**src/rtl/memarb_pkg.sv**
```systemverilog
// Shared types and constants for the round-robin RAM arbiter.
// The lock feature is enabled by defining MEMARB_LOCK_EN.
package memarb_pkg;

  localparam int unsigned MAX_MASTERS = 4;
  localparam int unsigned IDX_W       = $clog2(MAX_MASTERS);
  localparam int unsigned ADDR_W_DEF  = 13;
  localparam int unsigned DATA_W_DEF  = 32;

  typedef enum logic {
    ARB_OPEN,
    ARB_LOCKED
  } arb_state_t;

  // (idx + 1) mod n, for n not necessarily a power of two
  function automatic logic [IDX_W-1:0] next_idx(input logic [IDX_W-1:0] idx,
                                                 input int unsigned      n);
    if (32'(idx) + 32'd1 >= n) return '0;
    return idx + IDX_W'(1);
  endfunction

endpackage

```
**src/rtl/memarb_rr_pick.sv**
```systemverilog
// Rotating-priority encoder: picks the first asserted request at or after ptr, modulo N.
module memarb_rr_pick
  import memarb_pkg::*;
#(
  parameter int unsigned N = 2
) (
  input  logic [N-1:0]     req,
  input  logic [IDX_W-1:0] ptr,
  output logic             grant_vld,
  output logic [IDX_W-1:0] grant_idx
);

  always_comb begin
    grant_vld = 1'b0;
    grant_idx = '0;
    for (int k = 0; k < N; k++) begin
      for (int i = 0; i < N; i++) begin
        if (!grant_vld && req[i] && ((32'(ptr) + k) % N) == i) begin
          grant_vld = 1'b1;
          grant_idx = IDX_W'(i);
        end
      end
    end
  end

endmodule

```
**src/rtl/memory_arbiter.sv**
```systemverilog
// Round-robin arbiter sharing one single-port 1-cycle-latency RAM among N Avalon-MM masters.
// Optional bus locking is compiled in when MEMARB_LOCK_EN is defined.
module memory_arbiter
  import memarb_pkg::*;
#(
  parameter int unsigned NUM_MASTERS = 2,
  parameter int unsigned ADDR_W      = ADDR_W_DEF,
  parameter int unsigned DATA_W      = DATA_W_DEF,
  parameter int unsigned LOCK_MAX    = 16
) (
  input  logic                            clk,
  input  logic                            reset_n,
  input  logic [NUM_MASTERS*ADDR_W-1:0]   m_address,
  input  logic [NUM_MASTERS*DATA_W/8-1:0] m_byteenable,
  input  logic [NUM_MASTERS-1:0]          m_read,
  input  logic [NUM_MASTERS-1:0]          m_write,
  input  logic [NUM_MASTERS*DATA_W-1:0]   m_writedata,
  input  logic [NUM_MASTERS-1:0]          m_lock,
  output logic [NUM_MASTERS-1:0]          m_waitrequest,
  output logic [NUM_MASTERS-1:0]          m_readdatavalid,
  output logic [DATA_W-1:0]               m_readdata,
  output logic [ADDR_W-1:0]               mem_address,
  output logic [DATA_W/8-1:0]             mem_byteenable,
  output logic                            mem_chipselect,
  output logic                            mem_write,
  output logic [DATA_W-1:0]               mem_writedata,
  input  logic [DATA_W-1:0]               mem_readdata
);

  localparam int unsigned N    = NUM_MASTERS;
  localparam int unsigned BE_W = DATA_W / 8;

  logic [N-1:0]     req;
  logic [N-1:0]     req_masked;
  logic             pick_vld;
  logic [IDX_W-1:0] pick_idx;
  logic             grant_vld;
  logic [IDX_W-1:0] grant_idx;
  logic [IDX_W-1:0] rr_ptr_q, rr_ptr_d;
  logic             rd_pend_q;
  logic [IDX_W-1:0] rd_owner_q;

  assign req = m_read | m_write;

  memarb_rr_pick #(
    .N (N)
  ) u_rr_pick (
    .req       (req_masked),
    .ptr       (rr_ptr_q),
    .grant_vld (pick_vld),
    .grant_idx (pick_idx)
  );

  // Nothing is granted while reset is held, even though the pointer is already cleared
  assign grant_vld = pick_vld & reset_n;
  assign grant_idx = pick_idx;

  always_comb begin
    m_waitrequest  = '1;
    mem_chipselect = 1'b0;
    mem_write      = 1'b0;
    mem_address    = '0;
    mem_byteenable = '0;
    mem_writedata  = '0;
    for (int i = 0; i < N; i++) begin
      if (grant_vld && grant_idx == IDX_W'(i)) begin
        m_waitrequest[i] = 1'b0;
        mem_chipselect   = 1'b1;
        mem_write        = m_write[i];
        mem_address      = m_address[i*ADDR_W +: ADDR_W];
        mem_byteenable   = m_byteenable[i*BE_W +: BE_W];
        mem_writedata    = m_writedata[i*DATA_W +: DATA_W];
      end
    end
  end

  always_comb begin
    m_readdatavalid = '0;
    m_readdata      = '0;
    if (rd_pend_q) begin
      m_readdata = mem_readdata;
      for (int i = 0; i < N; i++) begin
        if (rd_owner_q == IDX_W'(i)) m_readdatavalid[i] = 1'b1;
      end
    end
  end

  always_ff @(posedge clk or negedge reset_n) begin
    if (!reset_n) begin
      rr_ptr_q   <= '0;
      rd_pend_q  <= 1'b0;
      rd_owner_q <= '0;
    end else begin
      rr_ptr_q  <= rr_ptr_d;
      rd_pend_q <= grant_vld & ~mem_write;
      if (grant_vld && !mem_write) rd_owner_q <= grant_idx;
    end
  end

`ifdef MEMARB_LOCK_EN
  localparam int unsigned CNT_W = $clog2(LOCK_MAX + 1);

  arb_state_t       state_q, state_d;
  logic [IDX_W-1:0] lock_owner_q, lock_owner_d;
  logic [CNT_W-1:0] lock_cnt_q, lock_cnt_d;
  logic             no_relock_q, no_relock_d;
  logic             gnt_lock;

  always_comb begin
    req_masked = req;
    if (state_q == ARB_LOCKED) begin
      req_masked = '0;
      for (int i = 0; i < N; i++) begin
        if (lock_owner_q == IDX_W'(i)) req_masked[i] = req[i];
      end
    end
  end

  always_comb begin
    gnt_lock = 1'b0;
    for (int i = 0; i < N; i++) begin
      if (grant_idx == IDX_W'(i)) gnt_lock = m_lock[i];
    end
  end

  always_comb begin
    state_d      = state_q;
    lock_owner_d = lock_owner_q;
    lock_cnt_d   = lock_cnt_q;
    no_relock_d  = no_relock_q;
    rr_ptr_d     = grant_vld ? next_idx(grant_idx, N) : rr_ptr_q;
    // A forced-release owner regains relock rights after an idle cycle or a foreign grant
    if (!grant_vld || grant_idx != lock_owner_q) no_relock_d = 1'b0;
    unique case (state_q)
      ARB_OPEN: begin
        if (grant_vld && gnt_lock && !(no_relock_q && grant_idx == lock_owner_q)) begin
          lock_owner_d = grant_idx;
          lock_cnt_d   = CNT_W'(1);
          if (LOCK_MAX <= 1) no_relock_d = 1'b1;
          else               state_d     = ARB_LOCKED;
        end
      end
      ARB_LOCKED: begin
        if (!grant_vld || !gnt_lock) begin
          state_d    = ARB_OPEN;
          lock_cnt_d = '0;
          rr_ptr_d   = next_idx(lock_owner_q, N);
        end else if (32'(lock_cnt_q) + 32'd1 >= LOCK_MAX) begin
          state_d     = ARB_OPEN;
          lock_cnt_d  = '0;
          no_relock_d = 1'b1;
        end else begin
          lock_cnt_d = lock_cnt_q + CNT_W'(1);
        end
      end
    endcase
  end

  always_ff @(posedge clk or negedge reset_n) begin
    if (!reset_n) begin
      state_q      <= ARB_OPEN;
      lock_owner_q <= '0;
      lock_cnt_q   <= '0;
      no_relock_q  <= 1'b0;
    end else begin
      state_q      <= state_d;
      lock_owner_q <= lock_owner_d;
      lock_cnt_q   <= lock_cnt_d;
      no_relock_q  <= no_relock_d;
    end
  end
`else
  localparam int unsigned unused_lock_max = LOCK_MAX;
  logic unused_lock;

  assign unused_lock = ^m_lock;
  assign req_masked  = req;
  assign rr_ptr_d    = grant_vld ? next_idx(grant_idx, N) : rr_ptr_q;
`endif

endmodule

```
**config.mk**
```make
export PLATFORM = sky130hd
export DESIGN_NAME = memory_arbiter
export DESIGN_NICKNAME = d
export VERILOG_FILES = /design/src/rtl/memarb_pkg.sv /design/src/rtl/memarb_rr_pick.sv /design/src/rtl/memory_arbiter.sv
export SDC_FILE = /design/constraint.sdc
export NUM_CORES = 1
export LEC_CHECK = 0
export ABC_AREA = 1
export CAP_MARGIN = 0
export CORE_AREA = 2 2 86 88
export DETAILED_ROUTE_END_ITERATION = 6
export DIE_AREA = 0 0 88 90
export PLACE_DENSITY = 0.79
export SLEW_MARGIN = 20
export SYNTH_ARGS = -nofsm -noshare
export SYNTH_HDL_FRONTEND = slang
export SYNTH_SLANG_ARGS = --single-unit
export TNS_END_PERCENT = 1
```
**constraint.sdc**
```tcl
create_clock -name clk -period 1.1 [get_ports clk]
set_input_delay 0.22 -clock clk [delete_from_list [all_inputs] [get_ports clk]]
set_output_delay 0.22 -clock clk [all_outputs]
set_load 0.02 [all_outputs]
```
==> reports/qor.txt <==
Commonest cells post-synth -> 100 x nand3_1, 88 x nand2_1, 37 x inv_1
Detail Route Antenna Nets -> 0
post-synthesis sequential area ratio -> 6.15%
wire length of the first global-routing pass -> 11.6 mm
RD Place Congestion -> 0.814
fraction of layout cells with a size suffix above 1 -> 43.8%
TNS Setup -> -32.44 ns
Arr. time, crit path -> 1.43 ns
total length of routed wires -> 8.59 mm
count of pins over their slew limit -> 0
Clk Latency, worst-skew pair -> 0.21 ns
Post-Syn Instances -> 263
port buffer count -> 222
Place WS -> -1.23 ns
clock skew -> 0.0000254 ns
clk slew on worst S/H paths -> 0.03 ns
# diodes -> 0
critical path required time -> 0.88 ns
critical-path cell list -> inv_2 -> o21ai_2 -> nand2_4 -> buf_4 -> clkbuf_16 -> nand3_2 -> nand2_2 -> buf_4
Core Box Area -> 7020 um^2
HPWL Detailed -> 6.00 mm
top cells by area, synth -> nand3_1 41%, nand2_1 27%, inv_1 11%, buf_2 6.1%, dfrtp_1 6.1%
crit path buf inv count -> 4
DRT Pass-1 Iters -> 4
vias per cell -> 4.51
Crit-path slowest cell -> dfrtp_1
post-synth top area share -> 41.0%
Crit Path Max Fanout -> 8
Yosys reg bits -> 3
Setup Viol. Count Final -> 90
Synth Area per Inst -> 4.64 um^2
area of the mapped netlist -> 1220 um^2
Ports -> 225
Power Density -> 733 nW/um^2
Slew HR -> 76.8%
Fin. Hold Viols -> 0
MaxCap Viol Count -> 0
max incr delay on CP -> 0.36 ns
Tightest Pin Transition -> 0.347 ns
global route total overflow -> 0
Final min period -> 1.65 ns
status -> finished with violations
Synth area leader -> nand3_1
initial antenna violation count -> 0
PnR worst setup slack -> -0.551 ns
root buffer cell -> clkbuf_8
FP Rows -> 31
Final nets -> 635
Min-Delay Path Class -> in2async
WL/cell -> 14.4 um
CTS tree -> built
Worst Setup Start Kind -> flop
Residual DRC -> 0
CTS Sinks -> 3
CTS Hold Bufs -> 0
die height -> 90 um
count leader, synth -> nand3_1
Synth cell types -> 15
width of the die -> 88 um
vias in the first global route -> 2545
# H-tree levels -> 1
fmax -> 0.606 GHz
final critical-path share of the clock period -> 150%
Top FF cell, synth -> dfrtp_1
Ys Warns -> 0
reg2reg path depth -> 9
RSZ-0062 raised after global routing -> yes
largest net degree at the start of global routing -> 35
EDFF count, synth -> 0
via count -> 2685
Worst VDD drop -> 0.386 mV
Top cell by count, worst path -> buf_4
initial core utilization -> 17.4%
crit path kind -> reg2out
clk buf depth -> 2
TritonCTS Buffers -> 3
synthesis-to-layout area growth -> 257%
static leakage -> 2.19 nW
asr flop ratio synth -> 100%
DRT iter0 DRCs -> 84
CP Capture Type -> output port
WP depth -> 8
delay-heaviest family, CP -> buffers and inverters
die footprint -> 7920 um^2
total global routing track utilization -> 18.2%
Syn Nets -> 401
failing checks -> negative setup slack
state kept, by name (all words and copies together) (netlist names):
register	cells
rd_owner_q	1
rd_pend_q	1
rr_ptr_q	1
layout by cell type, fill, tap and decap left out, drive strengths merged:
cell type      synthesis  layout
clkdlybuf4s50          0     130
buf                   21     112
nand3                100     100
nand2                 88      88
inv                   39      39
clkbuf                 4      12
dfrtp                  3       3
nor2                   3       3
nand4                  2       2
clkdlybuf4s15          0       2
o21ai                  2       2
a21oi                  1       1
dlygate4sd2            0       1
dlymetal6s2s           0       1
final timing paths:
| path | startpoint | end | slack (ns) |
|---|---|---|---|
| setup / recovery | rr_ptr_q[0]$_DFFE_PN0P_ | mem_writedata[10] | -0.55 |
| hold / removal | reset_n | rr_ptr_q[0]$_DFFE_PN0P_ | 0.03 |
| setup reg to reg | rr_ptr_q[0]$_DFFE_PN0P_ | rd_owner_q[0]$_DFFE_PN0P_ | -0.20 |
| hold reg to reg | rd_owner_q[0]$_DFFE_PN0P_ | rd_owner_q[0]$_DFFE_PN0P_ | 0.62 |
| max in group asynchronous | reset_n | rd_pend_q$_DFF_PN0_ | 0.77 |
| min in group clk | m_write[1] | rd_owner_q[0]$_DFFE_PN0P_ | 0.51 |
kinds of logic (layout without fill, tap and decap cells):
kind of cell           after synthesis  count (layout)  share of synthesized area [%]
and+or+nand+nor                    193             193                           70.2
buffers and inverters               64             297                           21.5
AOI/OAI and AO/OA                    3               3                           2.15
DFF                                  3               3                           6.15
worst register-to-register path, stage by stage (launching register included):
cell and delay [ns]:
dfrtp_1 0.36, inv_2 0.07, o21ai_2 0.08, buf_4 0.14, buf_4 0.12, nand4_1 0.08
buf_4 0.12, nand3_1 0.09, nand2_1 0.07, nand2_1 0.04
where the power goes:
group / total, mW / internal (mW) / switching [mW]
logic: 2.74 / 1.49 / 1.25
clock network: 0.318 / 0.247 / 0.0712
registers: 0.141 / 0.128 / 0.0125
metal layers:
layer	share of wire [%]	global-route usage (%)
met5	0	0
met4	1.9	3.59
met3	11	6.24
met2	54	37.1
met1	33	16.6
final cells by class:
class                   count  area (um^2)
flip-flops and latches      3         75.1
fillers                   634         2660
multi-input cells         196         1170
inverters                  39          151
well taps                  99          124
repair buffers            254         2800
clock buffers               4         45.0
what timing repair did:
| action | 4_1_cts | 5_1_grt |
|---|---|---|
| cloned | 3 | 7 |
| buffers inserted | 6 | 2 |
| gates resized for setup | 481 | 84 |
| setup endpoints to repair | 90 | 90 |
| pin swaps | 4 | 10 |
metrics by stage:
step / utilization, % / hold WS, ns / total power, mW / instance area, um^2 / cells
global route: 62.1 / 0.0396 / 3.39 / 4360 / 595
floorplan: - / -0.0756 / 1.18 / 1410 / 263
global placement: 53.3 / 0.259 / 2.35 / 3740 / 573
CTS: 55.1 / 0.0226 / 2.85 / 3870 / 586
detailed placement: 53.3 / 0.252 / 2.38 / 3740 / 573
finish: 62.1 / 0.0260 / 3.20 / 4360 / 595
(Power assumes the default switching activity.)
